`src/rtl/cache_fill_fsm.sv`:
```
// ---------------------------------------------------------------------------
// cache_fill_fsm
//
// Refills one 4-word (8-byte) cache block from a pipelined main memory after a
// miss. It issues four consecutive word reads. It counts the returning words
// independently of the requests, and for each return it drives the data-array
// word index and write strobe. The tag/valid write is raised on the fourth
// returned word, together with a one-cycle fill_done pulse.
//
// Optional feature macro: CACHE_FILL_CRITICAL_FIRST_EN
//   defined   : requests and word_sel start at the missing word and wrap mod 4
//   undefined : requests and word_sel always run 0,1,2,3
//
// Ports
//   clk               in   system clock, rising edge
//   rst_n             in   asynchronous active-low reset
//   miss_detected     in   miss request, only looked at while idle
//   miss_addr         in   [ADDR_W] byte address of the missing access
//   memory_data_valid in   returned word valid this cycle
//   memory_data       in   [DATA_W] returned word
//   fsm_busy          out  fill in progress (pipeline stall)
//   mem_rd_en         out  read request to memory this cycle
//   memory_address    out  [ADDR_W] read request byte address
//   word_sel          out  [2] word index in block (decoder A)
//   word_wr_en        out  data-array write strobe (decoder En)
//   fill_data         out  [DATA_W] data to write, straight from memory_data
//   write_tag_array   out  tag/valid write strobe, final word only
//   fill_done         out  one-cycle pulse with write_tag_array
// ---------------------------------------------------------------------------
module cache_fill_fsm #(
  parameter int ADDR_W = 16,
  parameter int DATA_W = 16
) (
  input  logic              clk,
  input  logic              rst_n,
  input  logic              miss_detected,
  input  logic [ADDR_W-1:0] miss_addr,
  input  logic              memory_data_valid,
  input  logic [DATA_W-1:0] memory_data,
  output logic              fsm_busy,
  output logic              mem_rd_en,
  output logic [ADDR_W-1:0] memory_address,
  output logic [1:0]        word_sel,
  output logic              word_wr_en,
  output logic [DATA_W-1:0] fill_data,
  output logic              write_tag_array,
  output logic              fill_done
);

  typedef enum logic {
    IDLE = 1'b0,
    FILL = 1'b1
  } state_t;

  state_t            state;
  state_t            state_d;
  logic [ADDR_W-4:0] base_addr;
  logic [1:0]        start_word;
  logic [2:0]        req_cnt;
  logic [1:0]        rx_cnt;
  logic [1:0]        req_idx;
  logic [1:0]        rx_idx;
  logic              unused_miss_bits;

  // Byte offset bit is never needed; the word offset only matters when the
  // fill starts at the critical word.
`ifdef CACHE_FILL_CRITICAL_FIRST_EN
  assign unused_miss_bits = miss_addr[0];
`else
  assign unused_miss_bits = ^miss_addr[2:0];
`endif

  // Returned data goes straight to the data array with no added latency.
  assign fill_data = memory_data;

  // State register.
  always_ff @(posedge clk or negedge rst_n) begin
    if (!rst_n) begin
      state <= IDLE;
    end else begin
      state <= state_d;
    end
  end

  // Latched miss fields and the request/return counters.
  always_ff @(posedge clk or negedge rst_n) begin
    if (!rst_n) begin
      base_addr  <= '0;
      start_word <= 2'd0;
      req_cnt    <= 3'd0;
      rx_cnt     <= 2'd0;
    end else if (state == IDLE) begin
      if (miss_detected) begin
        base_addr  <= miss_addr[ADDR_W-1:3];
`ifdef CACHE_FILL_CRITICAL_FIRST_EN
        start_word <= miss_addr[2:1];
`else
        start_word <= 2'd0;
`endif
        req_cnt    <= 3'd0;
        rx_cnt     <= 2'd0;
      end
    end else begin
      if (mem_rd_en) begin
        req_cnt <= req_cnt + 3'd1;
      end
      if (memory_data_valid) begin
        rx_cnt <= rx_cnt + 2'd1;
      end
    end
  end

  // Next state and outputs. Requests and returns are decoded independently
  // so a return can overlap an outstanding request (latency 1 memory).
  always_comb begin
    state_d         = state;
    fsm_busy        = 1'b0;
    mem_rd_en       = 1'b0;
    memory_address  = '0;
    word_sel        = 2'd0;
    word_wr_en      = 1'b0;
    write_tag_array = 1'b0;
    fill_done       = 1'b0;
    // start_word is zero without the critical-first feature, so the same
    // mod-4 sum serves both builds.
    req_idx         = req_cnt[1:0] + start_word;
    rx_idx          = rx_cnt + start_word;

    case (state)
      IDLE: begin
        if (miss_detected) begin
          state_d = FILL;
        end
      end
      FILL: begin
        fsm_busy   = 1'b1;
        mem_rd_en  = ~req_cnt[2];
        if (mem_rd_en) begin
          memory_address = {base_addr, req_idx, 1'b0};
        end
        word_sel   = rx_idx;
        word_wr_en = memory_data_valid;
        // Termination counts returns, not indices, so it is the 4th word
        // whatever the starting word was.
        if (memory_data_valid && (rx_cnt == 2'd3)) begin
          write_tag_array = 1'b1;
          fill_done       = 1'b1;
          state_d         = IDLE;
        end
      end
      default: begin
        state_d = IDLE;
      end
    endcase
  end

endmodule

```
`config.mk`:
```
export PLATFORM = sky130hd
export DESIGN_NAME = cache_fill_fsm
export DESIGN_NICKNAME = d
export VERILOG_FILES = /design/src/rtl/cache_fill_fsm.sv
export SDC_FILE = /design/constraint.sdc
export NUM_CORES = 1
export LEC_CHECK = 0
export CAP_MARGIN = 20
export CORE_MARGIN = 2
export CORE_UTILIZATION = 33
export CTS_BUF_LIST = sky130_fd_sc_hd__clkbuf_16
export CTS_CLUSTER_DIAMETER = 120
export CTS_CLUSTER_SIZE = 12
export DETAILED_ROUTE_END_ITERATION = 7
export PLACE_DENSITY = 0.78
export SYNTH_ARGS = -nofsm -noshare
export SYNTH_HDL_FRONTEND = slang
export SYNTH_SLANG_ARGS = --single-unit
```
`constraint.sdc`:
```
create_clock -name clk -period 1.6 [get_ports clk]
set_clock_uncertainty 0.1 [all_clocks]
set_input_delay 0.32 -clock clk [delete_from_list [all_inputs] [get_ports clk]]
set_output_delay 0.32 -clock clk [all_outputs]
set_load 0.05 [all_outputs]
```
==> metrics.txt, run 1 <==
First DRT Iteration DRCs 11; final hold violations 0; Setup Slack @ Placement -0.108 ns; clk root buf clkbuf_16; Post-Place Cells 161; fmax slightly above 600 MHz; htree depth 1; Switch Pwr 0.00125 W; min cycle time layout between 1.5 and 2 ns; largest net degree at the start of global routing 20; area leader, netlist dfrtp_1; core area between 3000 and 4000 sq um; Sink Count 19; # diodes 0; flops & latches, synth 19; total grt overflow 0; Static Leak approximately 0.84 nW; setup ws final -0.0352 ns; initial antenna violation count 0; count leader, synth dfrtp_1; internal power roughly 0.0022 W; post-synthesis sequential area ratio between 40% and 50%; status complete, but fails checks; Main synth FF type dfrtp_1; Layout area overhead 65.9%; routed length per instance ~13 um; Synth cell types 21; kind of critical path reg2out; clock buffer depth 2; Starting Density 33.9%; Pins Over Slew Limit 0; multiplexer share of the synthesized area about a fifth; RSZ-0062 raised after global routing yes; syn nets about 130; Post-Synth XOR/XNOR Area approximately 1.6%; layout cells sized above 1 between 50% and 60%; share of power burned in registers between 20 and 30%; Post-DP HPWL roughly 1.7 mm; post-synth top area share 42.6%; Area contributors post-synth dfrtp_1 43%, mux2_4 13%, buf_4 12%, and2_1 10%, mux2_2 4.0%; DRC errors left 0; Nets 165; WL final 2.18 mm; Die Span Y 62.1 um; Synth Instances between 90 and 100; Vias 744; Net Sw Frac about 36%; placed inst area roughly 1700 sq um; VDD IR max ~0.99 mV; Synth Area in Simple Gates between 10% and 20%; routed wl met3 159 um; Buffers on Ports 38; Synth Warn # 0; Multi-input gate area between 500 and 600 sq um; asr flop ratio synth 100%; Routed met2 length about 1.1 mm; die footprint 3860 sq um; vias per cell ~4.3; EDFF count, synth 0; Worst Reg-to-Reg Cells 4; FF/Latch Area 477 sq um; Post-Syn Area 1110 sq um; max cap viols 0; Final period util 102%; first-pass GRT wire length roughly 3.7 mm; Worst EP required between 1 and 1.5 ns; failing checks setup timing; vias in the first global route 733; antenna-violating nets left 0; total routed wire length on the met1 layer between 800 and 900 um; Top Layer Used met4; worst hold path class in2async; clock buffer count from CTS 3; drt pass-1 iters 2; largest family of logic cells by synthesized area multiplexers; Startpoint Class flop; Final setup viols 16; Non-Filler Instances ~170; synthesized area per cell roughly 12 sq um; Comb pwr share 60.8%; PD cells approximately 1900 nW/um^2; Adder-Cell Fraction of Synth Area between 2 and 2.5%; fillers 270; Critical R2R Launch state; Max FO, Critical Path 9; Synth Area in Compound Gates just over 3%; I/O Pins between 70 and 80; DIE WIDTH roughly 62 um; TritonCTS clock tree done; critical path capture point type primary output; synth cell count leaders 19 x dfrtp_1, 18 x and2_1, 18 x buf_4, 10 x mux2_4, 4 x mux2_2; arrival time worst endpoint approximately 1.2 ns; gr usage total around 12%; reg-to-reg setup timing slack 0.20 ns; Hold-fix buffers, CTS 0; clock slew at reported path FFs ~0.050 ns; Skew-Pair Late Insertion Delay approximately 0.25 ns; design area 1850 sq um; gpl congestion 0.720; worst r2r dst base_addr[7]; Clock power frac approximately 14%; row count 21
[what timing repair did]
| action | in CTS | in global routing |
|---|---|---|
| resized for setup | 11 | 1 |
| setup endpoints to repair | 21 | 21 |
| setup buffers | 4 | 3 |
| cloned | 0 | 0 |
| pin swaps | 4 | 2 |
[flip-flops by register name, summed over array words and instances, names as in the netlist]
name       flops
rx_cnt         2
state          1
base_addr     13
req_cnt        3
[power groups by stage]
stage                     combinational (W)  sequential (W)  clock, W
after global routing                0.00224        0.000903  0.000534
final                               0.00211        0.000870  0.000495
after global placement              0.00194        0.000856         0
after floorplan                     0.00127        0.000885         0
after CTS                           0.00207        0.000876  0.000518
after detailed placement            0.00198        0.000876         0
[layout make-up]
| cell class | instances | share of cell area, % |
|---|---|---|
| clock inverters | 1 | 0.203 |
| inverters | 1 | 0.203 |
| repair buffers | 50 | 38.6 |
| well taps | 46 | 3.11 |
| clock buffers | 3 | 4.06 |
| flip-flops and latches | 19 | 25.8 |
| multi-input cells | 52 | 28.1 |
[worst max-delay path, stage by stage, from the launching register on]
cell and delay, ns:
dfrtp_2 0.40, nor2b_4 0.13, buf_6 0.13, and2_4 0.16, buf_12 0.14
[worst max-delay path by stage]
| stage | to | slack, ns | startpoint |
|---|---|---|---|
| 6_report | memory_address[8] | -0.04 | state |
| 5_1_grt | memory_address[4] | -0.07 | req_cnt[2] |
| 4_1_cts | memory_address[8] | -0.04 | req_cnt[2] |
| 3_5_place_dp | base_addr[7] | -0.11 | miss_detected |
| 3_3_place_gp | base_addr[7] | -0.10 | miss_detected |
| 2_1_floorplan | memory_address[10] | -0.07 | state |
[cell usage in the layout (no fill, tap or decap), types with 2 or more instances in the layout]
cell type,n
clkbuf_16,3
and2_4,15
buf_12,23
and2_2,3
clkdlybuf4s50_1,15
dfrtp_1,18
nor2b_4,2
a21o_1,2
buf_4,8
inv_1,2
mux2_4,10
mux2_2,4
nor2_1,2
nor3b_1,2
mux2i_1,2
buf_6,3
o21ai_0,2
[cell families (layout without fill, tap and decap cells)]
group / count (synthesis) / after routing
other: 1 / 1
adder cells (fa/ha/maj): 2 / 2
buffers and inverters: 22 / 55
flip-flops: 19 / 19
XOR/XNOR: 2 / 2
multiplexers: 16 / 16
AO/OA/AOI/OAI: 5 / 5
AND/OR/NAND/NOR: 26 / 26
[through the flow]
stage	TNS, ns	total power, W	hold slack (ns)	util (%)
floorplan	-0.677	0.00216	-0.0756	-
global placement	-1.22	0.00279	0.385	51.6
detailed placement	-1.23	0.00286	0.397	51.6
CTS	-0.572	0.00346	0.322	55.5
global route	-1.03	0.00367	0.338	56.3
finish	-0.411	0.00348	0.314	56.3
[per-layer routing]
metal / vias to the layer above / track usage, %
met5: - / 0
li1: 354 / -
met1: 343 / 14.0
met3: 10 / 4.17
met4: 0 / 7.50
met2: 37 / 20.2
No activity file was read; power rests on OpenSTA's default activity.
==> run 2, diff against run 1 <==
Settings changed: GPL_TIMING_DRIVEN set to 0, MAX_ROUTING_LAYER set to met4.
==> run 2 against run 1 <==
Net effect:
- worst hold slack better by 0.022 ns
- routed wire length is 21% higher
- the run still ends with setup timing left
- setup slack worse by 0.076 ns
- sequential share of layout area is 1.7 points lower
- count of clock-buffer cells in the layout stayed put
- cell count is 20% higher
- via count is 21% higher
- global-route usage is 1.8 points higher
- combinational power is 4% lower
==> metrics.txt, run 2 (synthesis results as in run 1) <==
status complete, but fails checks; failing checks setup timing; max reg flops 13 (unchanged); RSZ-0062 raised after global routing yes; row count 21 (unchanged); vias per cell 4.35 (+0.67%); clock buffer depth 2 (unchanged); core area 3280 sq um (unchanged); routed length per instance 12.8 um (+1.2%); vias in the first global route 969 (+32%); clock buffer count from CTS 3 (unchanged); Largest stage delay, worst path 0.42 ns (+0.02 ns); arrival time worst endpoint 1.29 ns (+0.07 ns); initial antenna violation count 0 (unchanged); total grt overflow 0 (unchanged); Hold WS 0.337 ns (+0.0221 ns); Starting Density 33.9% (unchanged); worst-path cell chain nor2b_4 -> buf_4 -> and2_2 -> buf_6; worst path bufs/invs 2 (unchanged); htree depth 1 (unchanged); clock slew at reported path FFs 0.05 ns (about the same); I/O Pins 75 (unchanged); gr usage total 14.2% (+1.8 points); Die Span Y 62.1 um (unchanged); final hold violations 0 (unchanged); DRC errors left 0 (unchanged); Pins Over Slew Limit 0 (unchanged); First DRT Iteration DRCs 8 (-3); Nets 199 (+21%); Vias 897 (+21%); setup ws final -0.112 ns (-0.0764 ns); slowest CP cell dfrtp_2; Biggest register base_addr; most common cell after layout, fill and taps aside buf_4; Slew Limit Headroom between 40% and 50%; Startpoint Class flop; WL final 2.64 mm (+21%); clk root buf clkbuf_16; largest net degree at the start of global routing 20 (unchanged); drt pass-1 iters 3 (+1); worst hold path class in2reg; Layout area overhead 77.9%; max cap viols 0 (unchanged); placed inst area 1760 sq um (+3.6%); slew of the pin with the lowest slew margin 0.840 ns; Sink Count 19 (unchanged); antenna-violating nets left 0 (unchanged); first-pass GRT wire length 4.28 mm (+17%); kind of critical path reg2out; Final period util 107% (+4.8 points); TritonCTS clock tree done; Buffers on Ports 54 (+42%); Static Leak 0.990 nW (+17%); power consumption 0.00338 W (-2.7%); Max FO, Critical Path 5 (-4); Final setup viols 16 (unchanged); grt peak-use layer met2; fmax 584 MHz (-4.5%); Regs by FF count base_addr x13, req_cnt x3, rx_cnt x2; met2 Use GR 26.0% (+5.7 points); Top delay family on crit path flip-flops; # diodes 0 (unchanged); critical path capture point type primary output; Post-DP HPWL 1.88 mm (+12%); DIE WIDTH 62.1 um (unchanged); commonest non-fill, non-tap cells in the layout 26 x buf_4, 17 x dfrtp_1, 16 x dlygate4sd2_1, 14 x clkdlybuf4s50_1, 12 x buf_6; VDD IR max 1.01 mV (+2.0%); layout cells sized above 1 58.1% (-0.61 points); Worst EP required 1.18 ns (about the same); Skew-Pair Late Insertion Delay 0.24 ns (about the same); min cycle time layout 1.71 ns (+0.0764 ns); die footprint 3860 sq um (unchanged); met1 usage 15.3% (+1.2 points); gpl congestion 0.741 (+3.0%); final core utilization 60.4% (+4.1 points); design area 1980 sq um (+7.2%); met3 usage 2.36% (-1.8 points); PD cells 1710 nW/um^2 (-9.3%)
==> run 2: what timing repair did <==
item	4_1_cts	5_1_grt
pin swaps	9	2
gates resized for setup	172	16
hold buffers	0	0
endpoints found under the setup margin	47	35
gates cloned	1	0
setup buffers	5	3
==> run 2: report_power, final <==
| part | leakage (nW) | switching, W | internal (W) |
|---|---|---|---|
| registers | 0.223 | 0.000145 | 0.000721 |
| logic | 0.725 | 0.00100 | 0.00102 |
| clock network | 0.0423 | 0.000161 | 0.000332 |
| total | 0.990 | 0.00131 | 0.00208 |
==> run 2: stage by stage <==
step / setup WS [ns] / std cells / TNS (ns)
floorplan: -0.0693 / 93 / -0.677
global placement: -0.779 / 193 / -14.41
detailed placement: -0.821 / 193 / -14.87
CTS: -0.150 / 203 / -2.19
global route: -0.149 / 206 / -2.07
finish: -0.112 / 206 / -1.40
==> run 2: area by class of cell <==
class | count | area [sq um]
tap | 46 | 57.6
clock buffer | 3 | 75.1
clock inverter | 1 | 3.75
sequential | 19 | 478
multi-input combinational | 52 | 513
buffer | 21 | 174
timing repair buffer | 63 | 678
inverter | 1 | 3.75
fill | 276 | 1300
==> run 2: path summary, 6_finish.rpt <==
path / to / slack [ns] / depth (start not counted) / start
worst min-delay path: req_cnt[2] / 0.34 / 2 / miss_detected
worst min register to register: base_addr[1] / 0.40 / 1 / base_addr[1]
max in group asynchronous: req_cnt[2] / 0.37 / 1 / rst_n
worst max register to register: base_addr[4] / 0.16 / 4 / state
worst max-delay path: memory_address[3] / -0.11 / 4 / state
min in group asynchronous: base_addr[8] / 0.46 / 1 / rst_n
==> run 2: metal layers <==
metal	wire length, um	vias up	part of all wire [%]
li1	-	418	-
met1	1070	426	40
met2	1370	49	52
met3	173	4	6.6
met4	26	0	0.99
met5	0	-	0
==> RTL change: new RTL, flow settings as in run 2 <==
Add an input register stage for `miss_detected`, `memory_data_valid` and `memory_data`, cleared by the reset; this delays them by one clock. The other inputs are not delayed to match. Comments in the files are not updated.
--- a/src/rtl/cache_fill_fsm.sv
+++ b/src/rtl/cache_fill_fsm.sv
@@ -53,4 +53,20 @@
   } state_t;
 
+  logic miss_detected_q;
+  logic memory_data_valid_q;
+  logic [DATA_W-1:0] memory_data_q;
+
+  always_ff @(posedge clk or negedge rst_n) begin
+    if (!rst_n) begin
+      miss_detected_q     <= '0;
+      memory_data_valid_q <= '0;
+      memory_data_q       <= '0;
+    end else begin
+      miss_detected_q     <= miss_detected;
+      memory_data_valid_q <= memory_data_valid;
+      memory_data_q       <= memory_data;
+    end
+  end
+
   state_t            state;
   state_t            state_d;
@@ -72,5 +88,5 @@
 
   // Returned data goes straight to the data array with no added latency.
-  assign fill_data = memory_data;
+  assign fill_data = memory_data_q;
 
   // State register.
@@ -91,5 +107,5 @@
       rx_cnt     <= 2'd0;
     end else if (state == IDLE) begin
-      if (miss_detected) begin
+      if (miss_detected_q) begin
         base_addr  <= miss_addr[ADDR_W-1:3];
 `ifdef CACHE_FILL_CRITICAL_FIRST_EN
@@ -105,5 +121,5 @@
         req_cnt <= req_cnt + 3'd1;
       end
-      if (memory_data_valid) begin
+      if (memory_data_valid_q) begin
         rx_cnt <= rx_cnt + 2'd1;
       end
@@ -129,5 +145,5 @@
     case (state)
       IDLE: begin
-        if (miss_detected) begin
+        if (miss_detected_q) begin
           state_d = FILL;
         end
@@ -140,8 +156,8 @@
         end
         word_sel   = rx_idx;
-        word_wr_en = memory_data_valid;
+        word_wr_en = memory_data_valid_q;
         // Termination counts returns, not indices, so it is the 4th word
         // whatever the starting word was.
-        if (memory_data_valid && (rx_cnt == 2'd3)) begin
+        if (memory_data_valid_q && (rx_cnt == 2'd3)) begin
           write_tag_array = 1'b1;
           fill_done       = 1'b1;
Function: changed (Yosys sat finds a counterexample within 4 cycles, from zero or initial values and one cycle with rst_n low).
==> RTL change against run 2 <==
Highest routed layer unchanged. Routed wire length increased by 24%. Synthesized area is 29% higher. Clock power grew 120%. Die area rose by 27%. Total power rose by 63%. The flow still finishes with violations (negative setup slack). Setup slack worse by 0.076 ns. Critical path type unchanged. Hold slack worse by 0.30 ns. Cell area up 31%. Sequential cell count rose by 18.
==> RTL change: results (changes against run 2) <==
| Metric | Value |
|---|---|
| Status | complete, but fails checks |
| Internal power | 3.50 mW (+68%) |
| Worst-Skew Late Latency | 0.27 ns (+0.03 ns) |
| Layout cell share with drive strength beyond 1 | 44.5% (-14 points) |
| Count of non-CTS inverters in the layout | 0 (-1) |
| Post-Synth Adder-Cell Area | 1.75% (-0.50 points) |
| Syn Nets | 133 (+1.5%) |
| Pleak | 1.21 nW (+22%) |
| Drt pass-1 iters | 4 (+1) |
| Filler cells | 294 (+6.5%) |
| Setup slack after layout | -0.188 ns (-0.0761 ns) |
| Worst Path Arrival | 1.37 ns (+0.08 ns) |
| Slowest CP cell | dfrtp_1 |
| Nets | 219 (+10%) |
| Synth cell count leaders | 37 x dfrtp_1, 18 x and2_1, 9 x mux2_4, 5 x mux2_2, 3 x nor2_1 |
| Delay-heaviest family, CP | simple AND/OR/NAND/NOR gates |
| Final setup vio count | 18 (+2) |
| Sw frac | 36.6% (-2.0 points) |
| Routability Congestion | 0.696 (-6.0%) |
| Layout clock buffers | 5 (+2) |
| Mux cell area share after synthesis | 14.7% (-4.6 points) |
| Biggest cell delay along the critical path | 0.38 ns (-0.04 ns) |
| Non-clock buffers | 85 (+1.2%) |
| Vias | 1021 (+14%) |
| Combinational share of power | 55.4% (-4.4 points) |
| Failing checks | negative setup slack |
| Register share of the cell area | 35.6% (+12 points) |
| Gr usage total | 14.9% (+0.74 points) |
| Total clock sinks | 37 (+18) |
| DP HPWL | 2.25 mm (+20%) |
| Top cells by area, synth | dfrtp_1 65%, mux2_4 9.4%, and2_1 7.9% |
| DRT iter0 DRCs | 12 (+4) |
| Largest net degree at the start of global routing | 38 (+90%) |
| Compound-gate portion of the synthesized area | 2.01% (-1.0 points) |
[RTL change: per-layer routing]
metal	global-route usage, %	share of wire, %	up-vias
li1	-	-	482
met1	16.6	38	474
met2	23.9	50	59
met3	5.19	9.3	6
met4	7.26	2.5	0
met5	-	0	-
[RTL change: final timing paths]
kind,startpoint,endpoint,cells past startpoint
max,req_cnt[2]$_DFFE_PN0P_,memory_address[1],4
min,rst_n,fill_data[7]$_DFF_PN0_,1
max reg2reg,miss_detected_q$_DFF_PN0_,base_addr[6]$_DFFE_PN0P_,4
min reg2reg,base_addr[0]$_DFFE_PN0P_,base_addr[0]$_DFFE_PN0P_,1
max in group asynchronous,rst_n,state$_DFF_PN0_,1
min in group clk,memory_data[13],fill_data[13]$_DFF_PN0_,1
[RTL change: cells by family after synthesis]
family | count (synthesis)
other | 1
DFF | 37
adders and majority gates | 2
muxes | 16
and+or+nand+nor | 27
buffers and inverters | 6
xor gates and xnor gates | 2
AOI/OAI and AO/OA | 4
[RTL change: per-stage QoR]
| stage | TNS (ns) | std cells | hold slack [ns] | setup WS (ns) | cell area [um^2] |
|---|---|---|---|---|---|
| 2_1_floorplan | -0.105 | 95 | -0.0756 | -0.0227 | 1480 |
| 3_3_place_gp | -32.89 | 215 | 0.385 | -0.717 | 2240 |
| 3_5_place_dp | -11.08 | 215 | 0.354 | -0.628 | 2240 |
| 4_1_cts | -2.97 | 230 | 0.0657 | -0.232 | 2560 |
| 5_1_grt | -3.36 | 232 | 0.0993 | -0.227 | 2600 |
| 6_report | -2.68 | 232 | 0.0339 | -0.188 | 2600 |
[RTL change: timing repair]
item / in CTS / in global routing
setup endpoints to repair: 38 / 23
pin swaps: 6 / 1
setup buffers: 7 / 4
gates resized for setup: 195 / 13
